===== config.mk =====
export PLATFORM = sky130hd
export DESIGN_NAME = spi_sck_gen
export DESIGN_NICKNAME = d
export VERILOG_FILES = /design/src/rtl/spi_sck_gen_pkg.sv /design/src/rtl/spi_sck_gen.sv
export SDC_FILE = /design/constraint.sdc
export NUM_CORES = 1
export LEC_CHECK = 0
export BUFFER_PORTS_ARGS = -buffer_cell sky130_fd_sc_hd__buf_2
export CORE_ASPECT_RATIO = 0.8
export CORE_MARGIN = 1
export CORE_UTILIZATION = 45
export CTS_BUF_LIST = sky130_fd_sc_hd__clkbuf_8
export DETAILED_ROUTE_END_ITERATION = 10
export PLACE_DENSITY = 0.71
export SYNTH_ARGS = -nofsm -noshare
export SYNTH_HDL_FRONTEND = slang
export SYNTH_SLANG_ARGS = --single-unit

===== constraint.sdc =====
create_clock -name clk -period 6 [get_ports clk]
set_clock_uncertainty 0.1 [all_clocks]
set_input_delay 0.6 -clock clk [delete_from_list [all_inputs] [get_ports clk]]
set_output_delay 0.6 -clock clk [all_outputs]
set_load 0.02 [all_outputs]

===== src/rtl/spi_sck_gen_pkg.sv =====
// spi_pkg: shared state encoding and default sizes for the SPI serial-clock generator
package spi_pkg;
   typedef enum logic [1:0] {IDLE, LEAD, TRAIL} state_t;
   localparam int SPI_CNT_W  = 8;
   localparam int SPI_BITS_W = 5;
   localparam int DEF_HALF   = 2;
endpackage


===== src/rtl/spi_sck_gen.sv =====
// spi_sck_gen: burst of nbits SCK periods with programmable half-period, CPOL and edge strobes
module spi_sck_gen
   import spi_pkg::*;
#(
   parameter int CNT_W  = SPI_CNT_W,
   parameter int BITS_W = SPI_BITS_W
) (
   input  logic              clk,
   input  logic              n_reset,
   input  logic              start,
   input  logic              abort,
   input  logic [CNT_W-1:0]  half_div,
   input  logic [BITS_W-1:0] nbits,
   input  logic              cpol,
   output logic              spi_clk,
   output logic              lead_stb,
   output logic              trail_stb,
   output logic              busy,
   output logic              done
);
   state_t state, state_n;
   logic [CNT_W-1:0] cyc_cnt, cyc_n, half_q, half_n;
   logic [BITS_W-1:0] bit_cnt, bit_n, nbits_q, nbits_n;
   logic cpol_q, cpol_n, sck_n, lead_n, trail_n, done_n, half_end;
   assign half_end = cyc_cnt == half_q;
   assign busy = state != IDLE;
   always_comb begin
      state_n = state;
      cyc_n   = cyc_cnt;
      bit_n   = bit_cnt;
      half_n  = half_q;
      nbits_n = nbits_q;
      cpol_n  = cpol_q;
      sck_n   = spi_clk;
      lead_n  = 1'b0;
      trail_n = 1'b0;
      done_n  = 1'b0;
      case (state)
         IDLE: begin
            sck_n = cpol;
            if (start && !abort && nbits != '0) begin
               state_n = LEAD;
               half_n  = half_div;
               nbits_n = nbits;
               cpol_n  = cpol;
               cyc_n   = '0;
               bit_n   = '0;
               sck_n   = ~cpol;
               lead_n  = 1'b1;
            end
         end
         LEAD: begin
            if (abort) begin
               state_n = IDLE;
               sck_n   = cpol_q;
            end else if (half_end) begin
               state_n = TRAIL;
               sck_n   = cpol_q;
               trail_n = 1'b1;
               bit_n   = bit_cnt + 1'b1;
               cyc_n   = '0;
            end else
               cyc_n = cyc_cnt + 1'b1;
         end
         TRAIL: begin
            if (abort) begin
               state_n = IDLE;
               sck_n   = cpol_q;
            end else if (half_end && bit_cnt == nbits_q) begin
               state_n = IDLE;
               done_n  = 1'b1;
               cyc_n   = '0;
            end else if (half_end) begin
               state_n = LEAD;
               sck_n   = ~cpol_q;
               lead_n  = 1'b1;
               cyc_n   = '0;
            end else
               cyc_n = cyc_cnt + 1'b1;
         end
         default: state_n = IDLE;
      endcase
   end
   always_ff @(posedge clk) begin
      if (!n_reset) begin
         state     <= IDLE;
         cyc_cnt   <= '0;
         bit_cnt   <= '0;
         half_q    <= '0;
         nbits_q   <= '0;
         cpol_q    <= 1'b0;
         spi_clk   <= 1'b0;
         lead_stb  <= 1'b0;
         trail_stb <= 1'b0;
         done      <= 1'b0;
      end else begin
         state     <= state_n;
         cyc_cnt   <= cyc_n;
         bit_cnt   <= bit_n;
         half_q    <= half_n;
         nbits_q   <= nbits_n;
         cpol_q    <= cpol_n;
         spi_clk   <= sck_n;
         lead_stb  <= lead_n;
         trail_stb <= trail_n;
         done      <= done_n;
      end
   end
endmodule


==> metrics.txt <==
Final #Nets=240; IO Port Bufs=22; Area growth syn-to-layout=12.5%; vias in the first global route=1351; crit path time final=2.59 ns; Slew headroom=0.458; Max clock buf depth=2; Leak Pwr=0.921 nW; HP Class=reg2reg; First-pass DRT Iterations=4; final RePlAce weighted congestion=0.887; design area=0.00199 mm²; Yosys warnings=0; RR Endpoint=bit_cnt[4]$_SDFFE_PN0P_; Root Buffer=clkbuf_8; Crit Path Max Fanout=17; VDD IR-drop max=0.120 mV; Final HPWL DP=2710 µm; Rows=19; synthesized area=0.00177 mm²; outcome=finished clean; H-tree Lvls=2; pin count of the biggest net entering global routing=24; antenna violations before repair=0; sequential area share after synthesis=0.374; # IOs=23; setup TNS=0 ns; core outline area=0.00359 mm²; highest clock rate=386 MHz; Inst Count DP=261; Hold Buf Count CTS=0; Final setup viols=0; Worst-Skew Late Latency=0.29 ns; Sink Count=33; Num CTS Buffers=5; most frequent cells after synthesis=dfxtp_1, nor2_1, mux2i_1; power density over the cells=308 mW/mm²; Pwr Total=0.000611 W; asr flop ratio synth=0; CTS tree=yes; Worst Path Arrival=2.73 ns; DRT iter0 DRCs=107; FF-to-FF path depth=7; Die X=72.0 µm; leading cell type by number of instances after synthesis=dfxtp_1; Hold Fails Final Rpt=0; Post-synth EDFFs=0; slew at the pin with the worst max-slew slack=0.813 ns; average size of a mapped cell=9.05 µm²; dominant synthesized flop cell=dfxtp_1; global route total overflow=0; layout cell share with drive strength beyond 1=0.157; Post CTS Setup Buffer Count=0; Crit. End Element=flip-flop; Distinct cells, synth=40; worst r2r src=state[0]$_SDFFE_PN0P_; WS Path Type=reg2reg; fill count=339; Die Area=0.00418 mm²; clock-pin transition on the worst setup and hold timing paths=0.07 ns; biggest area consumer among synthesized cells=dfxtp_1; placed instance area=0.00191 mm²; Worst setup endpoint=bit_cnt[4]$_SDFFE_PN0P_; first-pass GRT wire length=6500 µm; Post-Route WL=3760 µm; Syn Nets=219; # resized after CTS=0; r2r setup slk=3.41 ns; antenna-violating nets left=0; Yosys reg bits=33; Worst Setup Start Kind=flip-flop; global-route usage over all layers=0.208; top cell type's share of synthesized area=0.374; DRC Markers=0; RSZ-0062 raised after global routing=no; Syn Inst Count=195; Worst Setup SP=state[0]$_SDFFE_PN0P_; fin util=0.554; fin crit share=0.432; WP data required=6.14 ns; via count=1457; n_diodes=0; Cell Count, Final, Fillers Out=269; Starting Density=0.492; Vias/cell=5.42; Max Cap Violations=0; top post-synthesis cells by area=dfxtp_1, mux2i_1, xor2_1; Die H=58.0 µm; fin. max-slew vios=0; Wirelength per Cell=14.0 µm
where the power goes:
part           leakage (nW)  switching, W  internal (W)
Combinational         0.601      0.000121     0.0000769
Sequential            0.268     0.0000139      0.000238
Clock                0.0519     0.0000839     0.0000773
per-stage QoR:
step	hold WS, ns	setup WS, ns
4_1_cts	0.378	3.42
3_3_place_gp	0.350	3.41
3_5_place_dp	0.365	3.37
6_report	0.371	3.41
2_1_floorplan	0.349	3.96
5_1_grt	0.399	3.25
layout make-up:
| type | count | area [µm²] | area share |
|---|---|---|---|
| multi-input combinational | 145 | 1030 | 0.520 |
| clock inverter | 3 | 11.3 | 0.00567 |
| clock buffer | 5 | 68.8 | 0.0346 |
| inverter | 8 | 30.0 | 0.0151 |
| sequential | 33 | 661 | 0.332 |
| timing repair buffer | 23 | 118 | 0.0592 |
| tap | 52 | 65.1 | 0.0327 |
sequential cells by signal (all words and copies together) (netlist names):
register / flops
bit_cnt: 5
cpol_q: 1
cyc_cnt: 8
done: 1
half_q: 8
lead_stb: 1
nbits_q: 5
spi_clk: 1
state: 2
trail_stb: 1
how the worst min path moves through the flow:
| stage | startpoint | endpoint | slack (ns) | depth (start not counted) |
|---|---|---|---|---|
| finish | spi_clk$_SDFFE_PN0P_ | spi_clk$_SDFFE_PN0P_ | 0.37 | 2 |
| global route | spi_clk$_SDFFE_PN0P_ | spi_clk$_SDFFE_PN0P_ | 0.40 | 2 |
| CTS | spi_clk$_SDFFE_PN0P_ | spi_clk$_SDFFE_PN0P_ | 0.38 | 2 |
| detailed placement | spi_clk$_SDFFE_PN0P_ | spi_clk$_SDFFE_PN0P_ | 0.37 | 2 |
| global placement | spi_clk$_SDFFE_PN0P_ | spi_clk$_SDFFE_PN0P_ | 0.35 | 2 |
| floorplan | nbits_q[2]$_SDFFE_PN0P_ | nbits_q[2]$_SDFFE_PN0P_ | 0.35 | 2 |
per-layer routing:
| metal | up-vias | routed length (µm) | global-route usage |
|---|---|---|---|
| li1 | 743 | - | - |
| met1 | 669 | 2030 | 0.296 |
| met2 | 38 | 1500 | 0.295 |
| met3 | 7 | 186 | 0.0696 |
| met4 | 0 | 51 | 0.0672 |
| met5 | - | 0 | 0 |
cell usage in the layout, fill, tap and decap left out, types with 2 or more instances in the layout:
cell      synthesis  layout
and3_1            3       3
o21ai_0           4       4
clkbuf_8          0       5
and2_1            3       3
nand4_1           4       4
mux2i_1          18      18
or3_1             2       2
xnor2_1           3       3
inv_1             8      11
xor2_1           11      11
nand3_1           7       7
a32oi_1           2       2
o211ai_1          3       3
nand3b_1          3       3
nor4_4            2       2
a31oi_1           4       4
ha_1              6       6
a211oi_1          2       2
nand2_1          12      12
a311oi_1          5       5
a21oi_1          11      11
buf_2             3      22
nor2b_1           3       3
dfxtp_1          33      33
or2b_1            4       4
nor2_1           20      20
cells by family after synthesis:
kind of cell	after synthesis	synth area share
AO/OA/AOI/OAI	39	0.156
XOR/XNOR	14	0.0695
adder cells (fa/ha/maj)	6	0.0425
buffers and inverters	17	0.0404
flip-flops	33	0.374
multiplexers	18	0.102
AND/OR/NAND/NOR	68	0.215
critical path: stages (launching register included):
cell,delay [ns]
dfxtp_1,0.37
inv_1,0.08
ha_1,0.29
inv_1,0.22
a2111o_1,0.68
o21ai_1,0.20
or4_1,0.53
nand2_1,0.07
No activity file was read; power rests on OpenSTA's default activity.
